<file path="config.mk">
export PLATFORM = sky130hd
export DESIGN_NAME = jk_bank_sequencer
export DESIGN_NICKNAME = d
export VERILOG_FILES = /design/src/rtl/jk_bank_sequencer.sv
export SDC_FILE = /design/constraint.sdc
export NUM_CORES = 1
export LEC_CHECK = 0
export CORE_AREA = 2 2 72 74
export CTS_CLUSTER_SIZE = 16
export DETAILED_ROUTE_END_ITERATION = 10
export DIE_AREA = 0 0 74 76
export PLACE_DENSITY = 0.75
export SKIP_LAST_GASP = 1
export SLEW_MARGIN = 20
export SYNTH_ARGS = -nofsm -noshare
export SYNTH_HDL_FRONTEND = slang
export SYNTH_SLANG_ARGS = --single-unit
</file>
<file path="constraint.sdc">
create_clock -name clk -period 1.75 [get_ports clk]
set_input_delay 0.175 -clock clk [delete_from_list [all_inputs] [get_ports clk]]
set_output_delay 0.175 -clock clk [all_outputs]
set_load 0.05 [all_outputs]
</file>
<file path="src/rtl/jk_bank_sequencer.sv">
// jk_bank_sequencer
//   Command-driven controller for a WIDTH-bit bank of JK flip-flops. It accepts one command
//   at a time over a valid/ready handshake. Each command becomes per-bit J/K drive vectors,
//   applied over one or more cycles.
//
// Ports
//   clk        rising-edge clock
//   rst_n      asynchronous active-low reset
//   cmd_valid  command present
//   cmd_ready  command can be accepted (IDLE only)
//   cmd_op     opcode: NOP/CLEAR/SET/LOAD/TOGGLE/COUNT_UP/COUNT_DOWN/SHIFT_LEFT
//   cmd_data   load pattern / toggle mask / serial-in (bit 0)
//   cmd_count  step count for repeated ops (opcodes 1xx)
//   j_vec      J drive applied to the bank this cycle
//   k_vec      K drive applied to the bank this cycle
//   q, q_n     bank state and its complement
//   busy       high in EXEC or DONE
//   done       one-cycle completion pulse
module jk_bank_sequencer #(
   parameter int unsigned WIDTH = 8,
   parameter int unsigned CNT_W = 8
) (
   input  logic             clk,
   input  logic             rst_n,
   input  logic             cmd_valid,
   output logic             cmd_ready,
   input  logic [2:0]       cmd_op,
   input  logic [WIDTH-1:0] cmd_data,
   input  logic [CNT_W-1:0] cmd_count,
   output logic [WIDTH-1:0] j_vec,
   output logic [WIDTH-1:0] k_vec,
   output logic [WIDTH-1:0] q,
   output logic [WIDTH-1:0] q_n,
   output logic             busy,
   output logic             done
);

   typedef enum logic [1:0] {StIdle, StExec, StDone} state_e;

   localparam logic [2:0] OpNop    = 3'b000;
   localparam logic [2:0] OpClear  = 3'b001;
   localparam logic [2:0] OpSet    = 3'b010;
   localparam logic [2:0] OpLoad   = 3'b011;
   localparam logic [2:0] OpToggle = 3'b100;
   localparam logic [2:0] OpCntUp  = 3'b101;
   localparam logic [2:0] OpCntDn  = 3'b110;
   localparam logic [2:0] OpShl    = 3'b111;

   state_e             state_q, state_d;
   logic [2:0]         op_q, op_d;
   logic [WIDTH-1:0]   data_q, data_d;
   logic [CNT_W-1:0]   rem_q, rem_d;
   logic [WIDTH-1:0]   bank_q;
   logic [WIDTH-1:0]   up_t, dn_t, shl;
   logic               accept;
   logic               cmd_rep;

   assign accept  = cmd_valid && (state_q == StIdle);
   // Opcodes 1xx are the repeated operations.
   assign cmd_rep = cmd_op[2];

   // Toggle-enable chains for binary up/down counting.
   always_comb begin
      up_t    = '0;
      dn_t    = '0;
      up_t[0] = 1'b1;
      dn_t[0] = 1'b1;
      for (int i = 1; i < WIDTH; i++) begin
         up_t[i] = up_t[i-1] & bank_q[i-1];
         dn_t[i] = dn_t[i-1] & ~bank_q[i-1];
      end
   end

   assign shl = {bank_q[WIDTH-2:0], data_q[0]};

   // J/K drive is only non-zero while executing, so the bank holds elsewhere.
   always_comb begin
      j_vec = '0;
      k_vec = '0;
      if (state_q == StExec) begin
         unique case (op_q)
            OpClear:  k_vec = '1;
            OpSet:    j_vec = '1;
            OpLoad:   begin j_vec = data_q; k_vec = ~data_q; end
            OpToggle: begin j_vec = data_q; k_vec = data_q;  end
            OpCntUp:  begin j_vec = up_t;   k_vec = up_t;    end
            OpCntDn:  begin j_vec = dn_t;   k_vec = dn_t;    end
            OpShl:    begin j_vec = shl;    k_vec = ~shl;    end
            default:  ;
         endcase
      end
   end

   always_comb begin
      state_d = state_q;
      op_d    = op_q;
      data_d  = data_q;
      rem_d   = rem_q;
      unique case (state_q)
         StIdle: begin
            if (accept) begin
               op_d   = cmd_op;
               data_d = cmd_data;
               if (cmd_op == OpNop || (cmd_rep && cmd_count == '0)) begin
                  rem_d   = '0;
                  state_d = StDone;
               end else begin
                  rem_d   = cmd_rep ? cmd_count : CNT_W'(1);
                  state_d = StExec;
               end
            end
         end
         StExec: begin
            rem_d = rem_q - CNT_W'(1);
            if (rem_q == CNT_W'(1)) state_d = StDone;
         end
         StDone:  state_d = StIdle;
         default: state_d = StIdle;
      endcase
   end

   always_ff @(posedge clk or negedge rst_n) begin
      if (!rst_n) begin
         state_q <= StIdle;
         op_q    <= '0;
         data_q  <= '0;
         rem_q   <= '0;
         bank_q  <= '0;
      end else begin
         state_q <= state_d;
         op_q    <= op_d;
         data_q  <= data_d;
         rem_q   <= rem_d;
         bank_q  <= (j_vec & ~bank_q) | (~k_vec & bank_q);
      end
   end

   assign q         = bank_q;
   assign q_n       = ~bank_q;
   assign cmd_ready = (state_q == StIdle);
   assign busy      = (state_q == StExec) || (state_q == StDone);
   assign done      = (state_q == StDone);

endmodule

</file>
Word-level counts from Yosys, hierarchy flattened
Cells that the tools add are included.
{ "op_classes": {"addsub": 1, "n_eq_ne": 12, "n_mux": 12, "n_bitwise": 26, "reduce_logical": 12} }
{ "op_table": {"columns": ["op", "count"], "rows": [
  ["8-bit one-hot mux with 6 select lines", 1],
  ["8-bit 2-to-1 mux", 5],
  ["8-bit one-hot mux with 5 select lines", 1],
  ["8-bit inverter", 4],
  ["8-bit AND", 2],
  ["8-bit one-hot mux with 2 select lines", 1],
  ["1-bit AND", 12],
  ["3-bit equality test, second input constant", 4],
  ["8-bit by 1-bit equality test with 1-bit output, second input constant", 1],
  ["8-bit zero test", 1],
  ["8-bit OR", 1],
  ["8-bit by 1-bit subtractor with 8-bit output, second input constant", 1],
  ["1-bit inverter", 7],
  ["3-bit by 2-bit equality test with 1-bit output, second input constant", 2],
  ["2-bit 2-to-1 mux", 3],
  ["2-bit AND reduction", 3],
  ["2-bit by 1-bit != test with 1-bit output, second input constant", 2],
  ["2-bit one-hot mux with 2 select lines", 1],
  ["3-bit by 1-bit equality test with 1-bit output, second input constant", 1],
  ["3-bit zero test", 1],
  ["2-bit by 1-bit equality test with 1-bit output, second input constant", 1],
  ["2-bit equality test, second input constant", 1],
  ["1-bit logical AND", 2],
  ["2-bit zero test", 1],
  ["3 further kinds", 4]
]} }
{ "totals": {"register_bits": 29, "inputBits": 22, "output_inout_bits": 35, "word_cells": 68} }

Depth between registers and ports, before layout
{ "logic_depth": {"depth_word": 12, "mapped_depth": 7, "depth_no_buf": 7} }

Worst setup path after synthesis
OpenSTA, ideal clock, no wires.
{ "synth_timing": {"path_kind": "register to output", "start": "reg bank_q[0] (netlist: q[0])", "end": "out k_vec[4]", "arrival_time_ps": 2608, "t_required_ps": 1575, "slack_ps": -1033, "path_stages_with_launch": 6, "n_path_buf": 1, "path_cell_list": "dfrtp_1 > buf_6 > or3_4 > or3_4 > mux2_4 > a31oi_1"} }
{ "synth_between": {"elab_chain_len": 6, "word_cells_on_any_way": 9, "cone_classes": "mux: 2; bitwise: 7"} }
{ "synth_rtl": {"columns": ["element", "line", "text"], "rows": [
  ["start: declaration", "53", "logic [WIDTH-1:0] bank_q;"],
  ["start signal: assignment", "134", "bank_q <= (j_vec & ~bank_q) | (~k_vec & bank_q);"],
  ["1-bit inverter", "70", "dn_t[i] = dn_t[i-1] & ~bank_q[i-1];"],
  ["1-bit AND (3 in a row)", "70", null],
  ["8-bit one-hot mux with 6 select lines *", "81", "unique case (op_q)"],
  ["8-bit 2-to-1 mux *", "80", "if (state_q == StExec) begin"],
  ["end: declaration", "31", "output logic [WIDTH-1:0] k_vec,"]
]} }
Mark *: on every way between the ends. The rest lies on a longest branch, timed or not.

Worst setup path after layout
{ "layout_timing": {"start": "reg bank_q[0] (netlist: q[0])", "end": "out j_vec[4]"} }
{ "layout_between": {"elab_chain_len": 6, "word_cells_on_any_way": 9, "cone_classes": "mux: 2; bitwise: 7"} }
{ "layout_rtl": {"columns": ["element", "line", "text"], "rows": [
  ["1-bit inverter", "70", null],
  ["1-bit AND (3 in a row)", "70", null],
  ["8-bit one-hot mux with 5 select lines *", "81", null],
  ["8-bit 2-to-1 mux *", "80", null],
  ["end: declaration", "30", "output logic [WIDTH-1:0] j_vec,"]
]} }
Marked as above.

==> impl_metrics.tcl <==
set metrics [dict create \
    grt_pass1_wl_um 10610 \
    p_per_area_nw_per_um2 2203 \
    slowest_delay_ps 410 \
    h-tree-depth 2 \
    port_buffers 56 \
    row_count 26 \
    synth_top_family_by_area "compound AO/OA/AOI/OAI gates" \
    synth_fa_ha_area_frac 0.03016 \
    yosys-top-cells-count "dfrtp_1 (29), o21ai_0 (22), a21oi_1 (21), nand2_1 (20), inv_1 (19)" \
    synth_edf_count 0 \
    fin_nets 377 \
    dpl_cell_area_um2 3227 \
    tritoncts "built" \
    cts-root-buf "clkbuf_8" \
    drc_errors 0 \
    p_int_uw 3897 \
    cp-start-kind "flip-flop" \
    areaGrowthSynthToFinish_pct 78.35 \
    yosysTopAreaCell "dfrtp_1" \
    end_kind "primary output" \
    synthSimpleGateAreaFrac 0.1936 \
    hpwl_um 4571 \
    syn_inst 248 \
    syn_area_um2 2074 \
    worstPathMaxFanout 3 \
    setup_ws_ps -534.2 \
    die_w_um 74 \
    grt_max_degree 30 \
    relSlewSlack 0.6692 \
    finalInstanceArea_um2 3700 \
    antenna_cells 0 \
    synth_top_area_frac 0.3498 \
    cp_slowest_cell "dfrtp_2" \
    period_share 1.305 \
    clock_skew_ps 13.00 \
    first_iter_violations 173 \
    min_period_ps 2284 \
    p_comb_frac 0.745 \
    synthMostInstantiatedCell "dfrtp_1" \
    ant_nets 0 \
    place_congestion 0.9354 \
    syn_area_per_cell_um2 8.365 \
    finalSetupViolations 21 \
    utilization 0.7532 \
    synth_nets 275 \
    crit_arrival_ps 2110 \
    rsz0062_at_grt "true" \
    ys_top_cells_by_area "dfrtp_1 (35%), mux2_2 (6.0%), o21ai_0 (5.3%), a21oi_1 (5.1%), nand2_1 (3.6%)" \
    drive_gt1_frac 0.4587 \
    start_util 0.4223 \
    crit_type "reg2out" \
    path_clk_slew_ps 80 \
    coreArea_um2 4912 \
    power.share.clock 0.073 \
    status "finished with violations" \
    cp_top_family "simple AND/OR/NAND/NOR gates" \
    synthXorXnorAreaFrac 0 \
    ir_drop_mv 1.207 \
    drv_slew 0 \
    required_ps 1570 \
    die_height_um 76 \
    grt_pass1_vias 2268 \
    async_flop_share 1.000 \
    clock_latency_ps 290 \
    clockBufferDepth 2 \
    p_sw_uw 4252 \
    first_pass_iters 5 \
    critical_path.n_buffers_inverters 1 \
    path_cells "or3_4 -> or3_4 -> mux2_4 -> a31oi_4 -> buf_12" \
    hold_path.class "in2async" \
    swShare 0.5218 \
    routedWlPerCell_um 17.35 \
    numCtsBuffers 5 \
    hold_viol_final 0 \
    grtUsageTotal 0.2380 \
    synthFlopType "dfrtp_1" \
    grt.overflow.total 0 \
    numClockSinks 29 \
    pin_count 57 \
    hold_buffers 0 \
    seq_area_frac_synth 0.3498 \
    die_area_um2 5624 \
    ys_ff_latch 29 \
    maxCapViolations 0 \
    worst_slew_pin_slew_ps 492.3 \
    synth_compound_area_frac 0.2732 \
    synth.mux.area_fraction 0.08625 \
    antenna_found_initial 0 \
    ys_types 47 \
    fmax_ghz 0.4378 \
    whs_ps 278.4 \
    crit_path_frequent_cell "or3_4" \
    via_count 2413 \
    drt_wl_total_um 7304 \
    violations "setup timing" \
    yosysWarnings 0 \
    p_leak_uw 0.001517 \
    pwr-share-seq 0.182 \
    avgViaCountPerCell 5.732 \
]
[metrics by stage]
stage | setup slack (ps) | total power (µW) | instances | setup TNS [ps]
after floorplan | -605.9 | 4717 | 248 | -6412
after global placement | -223.0 | 6523 | 396 | -1743
after detailed placement | -315.8 | 6630 | 396 | -2508
after CTS | -509.8 | 7442 | 409 | -6941
after global routing | -561.0 | 8546 | 421 | -7641
final | -534.2 | 8149 | 421 | -6656
[cell usage in the layout (no fill, tap or decap), drive strengths merged, types with 3 or more instances in the layout]
| cell type | instances |
|---|---|
| buf | 86 |
| dfrtp | 29 |
| o21ai | 24 |
| clkdlybuf4s50 | 22 |
| a21oi | 21 |
| nand2 | 20 |
| nor2 | 18 |
| inv | 17 |
| mux2 | 12 |
| nand3 | 11 |
| nor3 | 9 |
| clkbuf | 8 |
| a31oi | 7 |
| a211oi | 5 |
| ha | 5 |
| mux2i | 4 |
| a22o | 4 |
| a22oi | 4 |
| nand2b | 4 |
| nor4 | 3 |
[worst paths after layout]
check	end	startpoint	cells past startpoint	slack, ps
worst max-delay path	j_vec[4]	q[0]	5	-530
min in group clk	q[7]	q[7]	1	490
max in group asynchronous	op_q[2]	rst_n	2	1140
worst min-delay path	data_q[2]	rst_n	2	280
worst max register to register	q[4]	q[0]	6	-250
worst min register to register	q[7]	q[7]	1	490
[cell type report]
class / count / area, µm²
fill: 313 / 1212
sequential: 29 / 732.0
clock buffer: 8 / 90.09
inverter: 19 / 78.83
tap: 70 / 87.58
timing repair buffer: 109 / 1154
multi-input combinational: 186 / 1558
[kinds of logic (layout without fill, tap and decap cells)]
group,count (synthesis),count (layout)
multiplexers,16,16
adder cells (fa/ha/maj),5,5
AO/OA/AOI/OAI,85,85
AND/OR/NAND/NOR,80,80
buffers and inverters,33,136
flip-flops,29,29
[flip-flops by register name, indices dropped and copies added (netlist names)]
signal   cells
op_q         3
state_q      2
q            8
data_q       8
rem_q        8
[what timing repair did]
item / CTS / global route
setup buffers: 6 / 15
setup endpoints to repair: 21 / 33
endpoints found under the hold margin: 0 / 0
resized for setup: 21 / 35
pin swaps: 7 / 14
[power by group through the flow]
stage / Clock (µW) / Combinational (µW) / Sequential [µW]
2_1_floorplan: 0 / 3060 / 1660
3_3_place_gp: 0 / 5140 / 1390
3_5_place_dp: 0 / 5220 / 1410
4_1_cts: 592 / 5440 / 1400
5_1_grt: 626 / 6400 / 1520
6_report: 592 / 6070 / 1490
[layer usage]
layer	up-vias	track usage	routed length, µm
met3	19	0.04365	416
met4	0	0.09636	140
met1	1164	0.3008	2959
li1	1116	-	-
met5	-	0	0
met2	114	0.3929	3788
Note: power is estimated with default switching activity, not from simulation.
